[config.mk]
export PLATFORM = sky130hd
export DESIGN_NAME = freq_collect
export DESIGN_NICKNAME = d
export VERILOG_FILES = /design/src/rtl/huff_pkg.sv /design/src/rtl/freq_collect_sat_counter.sv /design/src/rtl/freq_collect.sv
export SDC_FILE = /design/constraint.sdc
export NUM_CORES = 1
export LEC_CHECK = 0
export ABC_AREA = 1
export BUFFER_PORTS_ARGS = -buffer_cell sky130_fd_sc_hd__buf_2
export CORE_AREA = 2 2 91 93
export CTS_CLUSTER_DIAMETER = 120
export DETAILED_ROUTE_END_ITERATION = 6
export DIE_AREA = 0 0 93 95
export RECOVER_POWER = 100
export SYNTH_ARGS = -nofsm -noshare
export SYNTH_HDL_FRONTEND = slang
export SYNTH_HIERARCHICAL = 1
export SYNTH_SLANG_ARGS = --single-unit
[constraint.sdc]
create_clock -name clk -period 1.6 [get_ports clk]
set_clock_uncertainty 0.05 [all_clocks]
set_input_delay 0.32 -clock clk [delete_from_list [all_inputs] [get_ports clk]]
set_output_delay 0.32 -clock clk [all_outputs]
set_load 0.01 [all_outputs]
[src/rtl/huff_pkg.sv]
// Shared definitions for the Huffman sort path: slot sizing, FSM states and
// the weight/character field types exchanged with the sort stage.
package huff_pkg;

  localparam int NUM_SYM = 8;
  localparam int WT_W    = 5;
  localparam int CH_W    = 4;
  localparam int SYM_W   = $clog2(NUM_SYM);

  typedef enum logic [1:0] {
    IDLE    = 2'd0,
    COLLECT = 2'd1,
    HOLD    = 2'd2
  } state_t;

  typedef logic [WT_W-1:0] weight_t;
  typedef logic [CH_W-1:0] char_t;

  // Largest value a weight field can hold; counters stop here.
  function automatic weight_t weight_max();
    return {WT_W{1'b1}};
  endfunction

endpackage

[src/rtl/freq_collect_sat_counter.sv]
// sat_counter: one weight slot. Counts inc pulses and stops at all-ones.
// clr has priority over inc.
// Optional macro FREQ_OVF_FLAG_EN adds the ovf output, which pulses when an
// increment is requested while the counter is already saturated.
module sat_counter
  import huff_pkg::*;
(
  input  logic    clk,
  input  logic    rst,
  input  logic    inc,
  input  logic    clr,
`ifdef FREQ_OVF_FLAG_EN
  output logic    ovf,
`endif
  output weight_t cnt
);

  weight_t cnt_reg;
  logic    at_max;

  assign at_max = (cnt_reg == weight_max());
  assign cnt    = cnt_reg;

`ifdef FREQ_OVF_FLAG_EN
  assign ovf = inc & at_max;
`endif

  // Saturating count register; clear wins over increment.
  always_ff @(posedge clk or posedge rst) begin
    if (rst) begin
      cnt_reg <= '0;
    end else if (clr) begin
      cnt_reg <= '0;
    end else if (inc && !at_max) begin
      cnt_reg <= cnt_reg + weight_t'(1);
    end
  end

endmodule

[src/rtl/freq_collect.sv]
// freq_collect: counts symbol occurrences for one frame into saturating
// weights, then presents the packed weight/character buses to the sort
// stage under a valid/ready handshake.
// Optional macro FREQ_OVF_FLAG_EN adds out_ovf, a per-frame sticky flag that
// reports that some slot saturated.
module freq_collect
  import huff_pkg::*;
(
  input  logic                    clk,
  input  logic                    rst,
  input  logic                    in_valid,
  input  logic [SYM_W-1:0]        in_sym,
  input  logic                    in_last,
  output logic                    in_ready,
  output logic                    out_valid,
  input  logic                    out_ready,
  output logic [NUM_SYM*WT_W-1:0] out_weight,
`ifdef FREQ_OVF_FLAG_EN
  output logic                    out_ovf,
`endif
  output logic [NUM_SYM*CH_W-1:0] out_character
);

  state_t state_reg;
  state_t state_next;

  logic accept;
  logic handshake;

  // HOLD is entered on the edge that accepts in_last, so deriving the flags
  // from the state register makes out_valid a registered output.
  assign in_ready  = (state_reg != HOLD);
  assign out_valid = (state_reg == HOLD);
  assign accept    = in_valid & in_ready;
  assign handshake = out_valid & out_ready;

  // FSM state register.
  always_ff @(posedge clk or posedge rst) begin
    if (rst) begin
      state_reg <= IDLE;
    end else begin
      state_reg <= state_next;
    end
  end

  // FSM next-state logic; in_last only matters on an accepted symbol.
  always_comb begin
    state_next = state_reg;
    case (state_reg)
      IDLE: begin
        if (accept) begin
          state_next = in_last ? HOLD : COLLECT;
        end
      end
      COLLECT: begin
        if (accept && in_last) begin
          state_next = HOLD;
        end
      end
      HOLD: begin
        if (handshake) begin
          state_next = IDLE;
        end
      end
      default: state_next = IDLE;
    endcase
  end

`ifdef FREQ_OVF_FLAG_EN
  logic [NUM_SYM-1:0] ovf_vec;
  logic               ovf_reg;
`endif

  // One saturating counter per slot; the handshake empties all of them at
  // once so the next frame starts from zero.
  generate
    for (genvar gi = 0; gi < NUM_SYM; gi++) begin : g_slot
      sat_counter u_cnt (
        .clk (clk),
        .rst (rst),
        .inc (accept && (in_sym == SYM_W'(gi))),
        .clr (handshake),
`ifdef FREQ_OVF_FLAG_EN
        .ovf (ovf_vec[gi]),
`endif
        .cnt (out_weight[gi*WT_W +: WT_W])
      );

      // Character codes are a fixed identity map; the sort stage reorders them.
      assign out_character[gi*CH_W +: CH_W] = char_t'(gi);
    end
  endgenerate

`ifdef FREQ_OVF_FLAG_EN
  // Sticky overflow flag for the frame in progress; dropped with the frame.
  always_ff @(posedge clk or posedge rst) begin
    if (rst) begin
      ovf_reg <= 1'b0;
    end else if (handshake) begin
      ovf_reg <= 1'b0;
    end else if (|ovf_vec) begin
      ovf_reg <= 1'b1;
    end
  end

  assign out_ovf = ovf_reg & out_valid;
`endif

endmodule
==> Implementation_results.wiki <==
{| class="wikitable"
! Metric !! Value
|-
| Final number of setup-violating endpoints || 0
|-
| Slew margin rel. || 64.9%
|-
| Port bufs || just under 50
|-
| Maximum vdd ir drop || about 370 uV
|-
| Startpoint type of the worst setup path || flip-flop
|-
| Initial antenna violation count || 0
|-
| Total negative slack for setup checks || 0 ns
|-
| Most common cell after layout, fill and taps aside || nand2_1
|-
| Drt via density || approximately 4.2
|-
| Share of total power in sequential cells || between 40% and 50%
|-
| Reg clk slew, reported paths || ~0.08 ns
|-
| # rows || 33
|-
| # IOs || between 80 and 90
|-
| Dominant cell type by area after synthesis || dfrtp_1
|-
| Data required time of the critical path || around 1.7 ns
|-
| Net load switching power || about 990 uW
|-
| Leftover overflow at the end of global routing || 0
|-
| PD cells || between 900 and 1000 mW/mm^2
|-
| Number of endpoints with negative hold slack in the final report || 0
|-
| Number of global-route vias before repair || between 2k and 2.5k
|-
| Number of nets still failing antenna checks after routing || 0
|-
| Met2 capacity usage during global routing || a little over a fifth
|-
| Crit path largest cell delay || slightly below 0.4 ns
|-
| Number of sinks handled by clock tree synthesis || between 40 and 50
|-
| Static leakage || around 1.6 nW
|-
| Ratio of cells with drive above 1 in the final layout || approximately 18%
|-
| HP Class || in -> reg
|-
| Initial Util || 33.9%
|-
| Setup crit end kind || flip-flop
|-
| Number of different library cells in the post-synthesis netlist || 17
|-
| Int Power || ~1.9 mW
|-
| Filler Cell Count || 861
|-
| Synthesized flop and latch total || 42
|-
| Run status || complete, no violations
|-
| Proportion of total power due to net switching || 34.4%
|-
| Overall routed net length || 5.35 mm
|-
| Insertion delay of the later-clocked pin in the worst-skew pair || roughly 0.29 ns
|-
| Drt initial violations || between 60 and 70
|-
| Most Crowded Layer GR || met2
|-
| Max FFs per register || 40
|-
| Maximum number of buffers from clock root to sink || 2
|-
| Clock network fraction of design power || about a quarter
|-
| Diode insertion count for antenna repair || 0
|-
| Setup repair after global routing missed its margin || true
|-
| Critical path's slowest cell || dfrtp_1
|-
| Cell at the root of the clock tree || clkbuf_8
|-
| Overall via count from detail_route || 2,252
|-
| HPWL Detailed || 4.19 mm
|-
| All-Layer GR Usage || 12.9%
|-
| Kind of critical path || reg -> reg
|-
| Final min period || around 1.5 ns
|-
| Warning count from the yosys run || 6
|-
| Slew @ Worst Pin || 0.526 ns
|-
| Final cycle utilization of the critical path || roughly 93%
|-
| Upper clock frequency limit || roughly 670 MHz
|-
| Die Outline Area || between 0.008 and 0.009 sq mm
|-
| Max-slew violation total from the final report || 0
|-
| Proportion of netlist area held by the largest area contributor || between 30% and 40%
|-
| H-tree lvl count || 2
|-
| Routed wire length per instance || about 10 um
|-
| TritonCTS buffer count || 5
|-
| GR met1 Demand/Resource || 16.8%
|-
| Gate count of the mapped netlist || between 300 and 400
|-
| Finished Core Util || a little under 40%
|-
| Met3 Resource Use GR || 3.51%
|-
| Worst-path cell chain || ha_1 > inv_1 > nor2_1 > ha_1 > inv_2 > nand3_2 > nor2_4 > nand2_1 > nand2_1 > nor2_1
|-
| Max capacitance violation total || 0
|-
| Post-layout nets || approximately 450
|-
| Vertical die dimension || around 95 um
|-
| Wire length of the first global-routing pass || between 9 and 10 mm
|-
| Avg Cell Area, Syn || between 7 and 8 sq um
|-
| Die Span X || a little over 90 um
|-
| Arrival time worst endpoint || roughly 1.6 ns
|-
| Number of iterations in the first detailed-routing pass || 4
|-
| Cells taking the most area after synthesis || dfrtp_1, nand2_1, buf_4
|-
| Worst-path fanout max || 3
|-
| Floorplan core area || around 0.0079 sq mm
|-
| RD Place Congestion || about 0.83
|-
| TritonCTS clock tree || yes
|-
| Comb pwr share || 28.5%
|-
| Share of the yosys chip area belonging to registers || between 30 and 40%
|-
| Cell area after synthesis || 0.00269 sq mm
|-
| Area grow syn2layout || 15.2%
|-
| Largest net degree at the start of global routing || 13
|-
| Drc violations || 0
|-
| Commonest non-fill, non-tap cells in the layout || nand2_1, nor2_1, inv_1, clkbuf_1, dfrtp_1
|}
critical path: cells and delay by family (launching register included):
family / cells / cell delay [ns]
buffers and inverters: 2 / 0.15
and+or+nand+nor: 6 / 0.41
adders and majority gates: 2 / 0.38
DFF: 1 / 0.39
timing repair:
item	CTS	global route
resized for setup	0	18
endpoints found under the hold margin	32	0
hold buffers	1	0
endpoints found under the setup margin	0	31
buffers inserted	0	8
worst paths after layout:
kind	from	end	slack (ns)	cells past startpoint
max	g_slot[3].u_cnt/cnt[0]	g_slot[3].u_cnt/cnt[3]	0.11	10
min	out_ready	state_reg[1]	0.17	2
max reg2reg	g_slot[3].u_cnt/cnt[0]	g_slot[3].u_cnt/cnt[3]	0.11	10
min reg2reg	state_reg[0]	state_reg[0]	0.49	2
max in group asynchronous	rst	g_slot[5].u_cnt/cnt[0]	0.63	3
min in group asynchronous	rst	state_reg[1]	0.59	3
Yosys cell counts:
library cell	number
buf_4	32
nand3_2	8
dfrtp_1	42
o21ai_0	1
nor2_2	9
a21oi_1	16
nand2_1	84
nor3_1	8
ha_1	16
inv_1	48
nand3_1	7
conb_1	2
nor2_1	59
inv_2	8
nand2_2	8
o21ai_2	8
nand2_4	2
kinds of logic after synthesis:
kind of cell    share of synthesized area [%]
other cells                             0.280
compound gates                           5.78
buf+inv                                  16.8
simple gates                             30.6
flops                                    39.1
fa+ha+maj                                7.46
area by class of cell:
cell class / count / area [sq um] / area share, %
Multi-Input combinational cell: 258 / 1290 / 41.8
Sequential cell: 42 / 1050 / 34.0
Clock buffer: 7 / 86.3 / 2.79
Timing Repair Buffer: 67 / 317 / 10.2
Tap cell: 105 / 131 / 4.25
Inverter: 56 / 210 / 6.80
Clock inverter: 1 / 5.00 / 0.162
power groups by stage:
stage          sequential [mW]  clock (mW)  combinational [mW]
4_1_cts                   1.35       0.751               0.806
6_report                  1.34       0.715               0.819
3_3_place_gp              1.36           0               0.798
2_1_floorplan             1.45           0               0.435
5_1_grt                   1.36       0.800               0.950
3_5_place_dp              1.37           0               0.801
layer usage:
metal	wire length, um	vias up
li1	-	1173
met1	2510	1010
met2	2470	64
met3	313	5
met4	57	0
met5	0	-
metrics by stage:
| step | worst slack, ns | hold WS [ns] | std cells | area [sq um] | power (mW) |
|---|---|---|---|---|---|
| final | 0.107 | 0.173 | 536 | 3090 | 2.87 |
| after global placement | 0.0809 | 0.244 | 519 | 3000 | 2.16 |
| after detailed placement | 0.0622 | 0.248 | 519 | 3000 | 2.17 |
| after global routing | -0.0247 | 0.187 | 536 | 3090 | 3.12 |
| after CTS | 0.0468 | 0.166 | 528 | 3110 | 2.90 |
| after floorplan | 0.111 | 0.0112 | 388 | 2800 | 1.88 |
No activity file was read; power rests on OpenSTA's default activity.
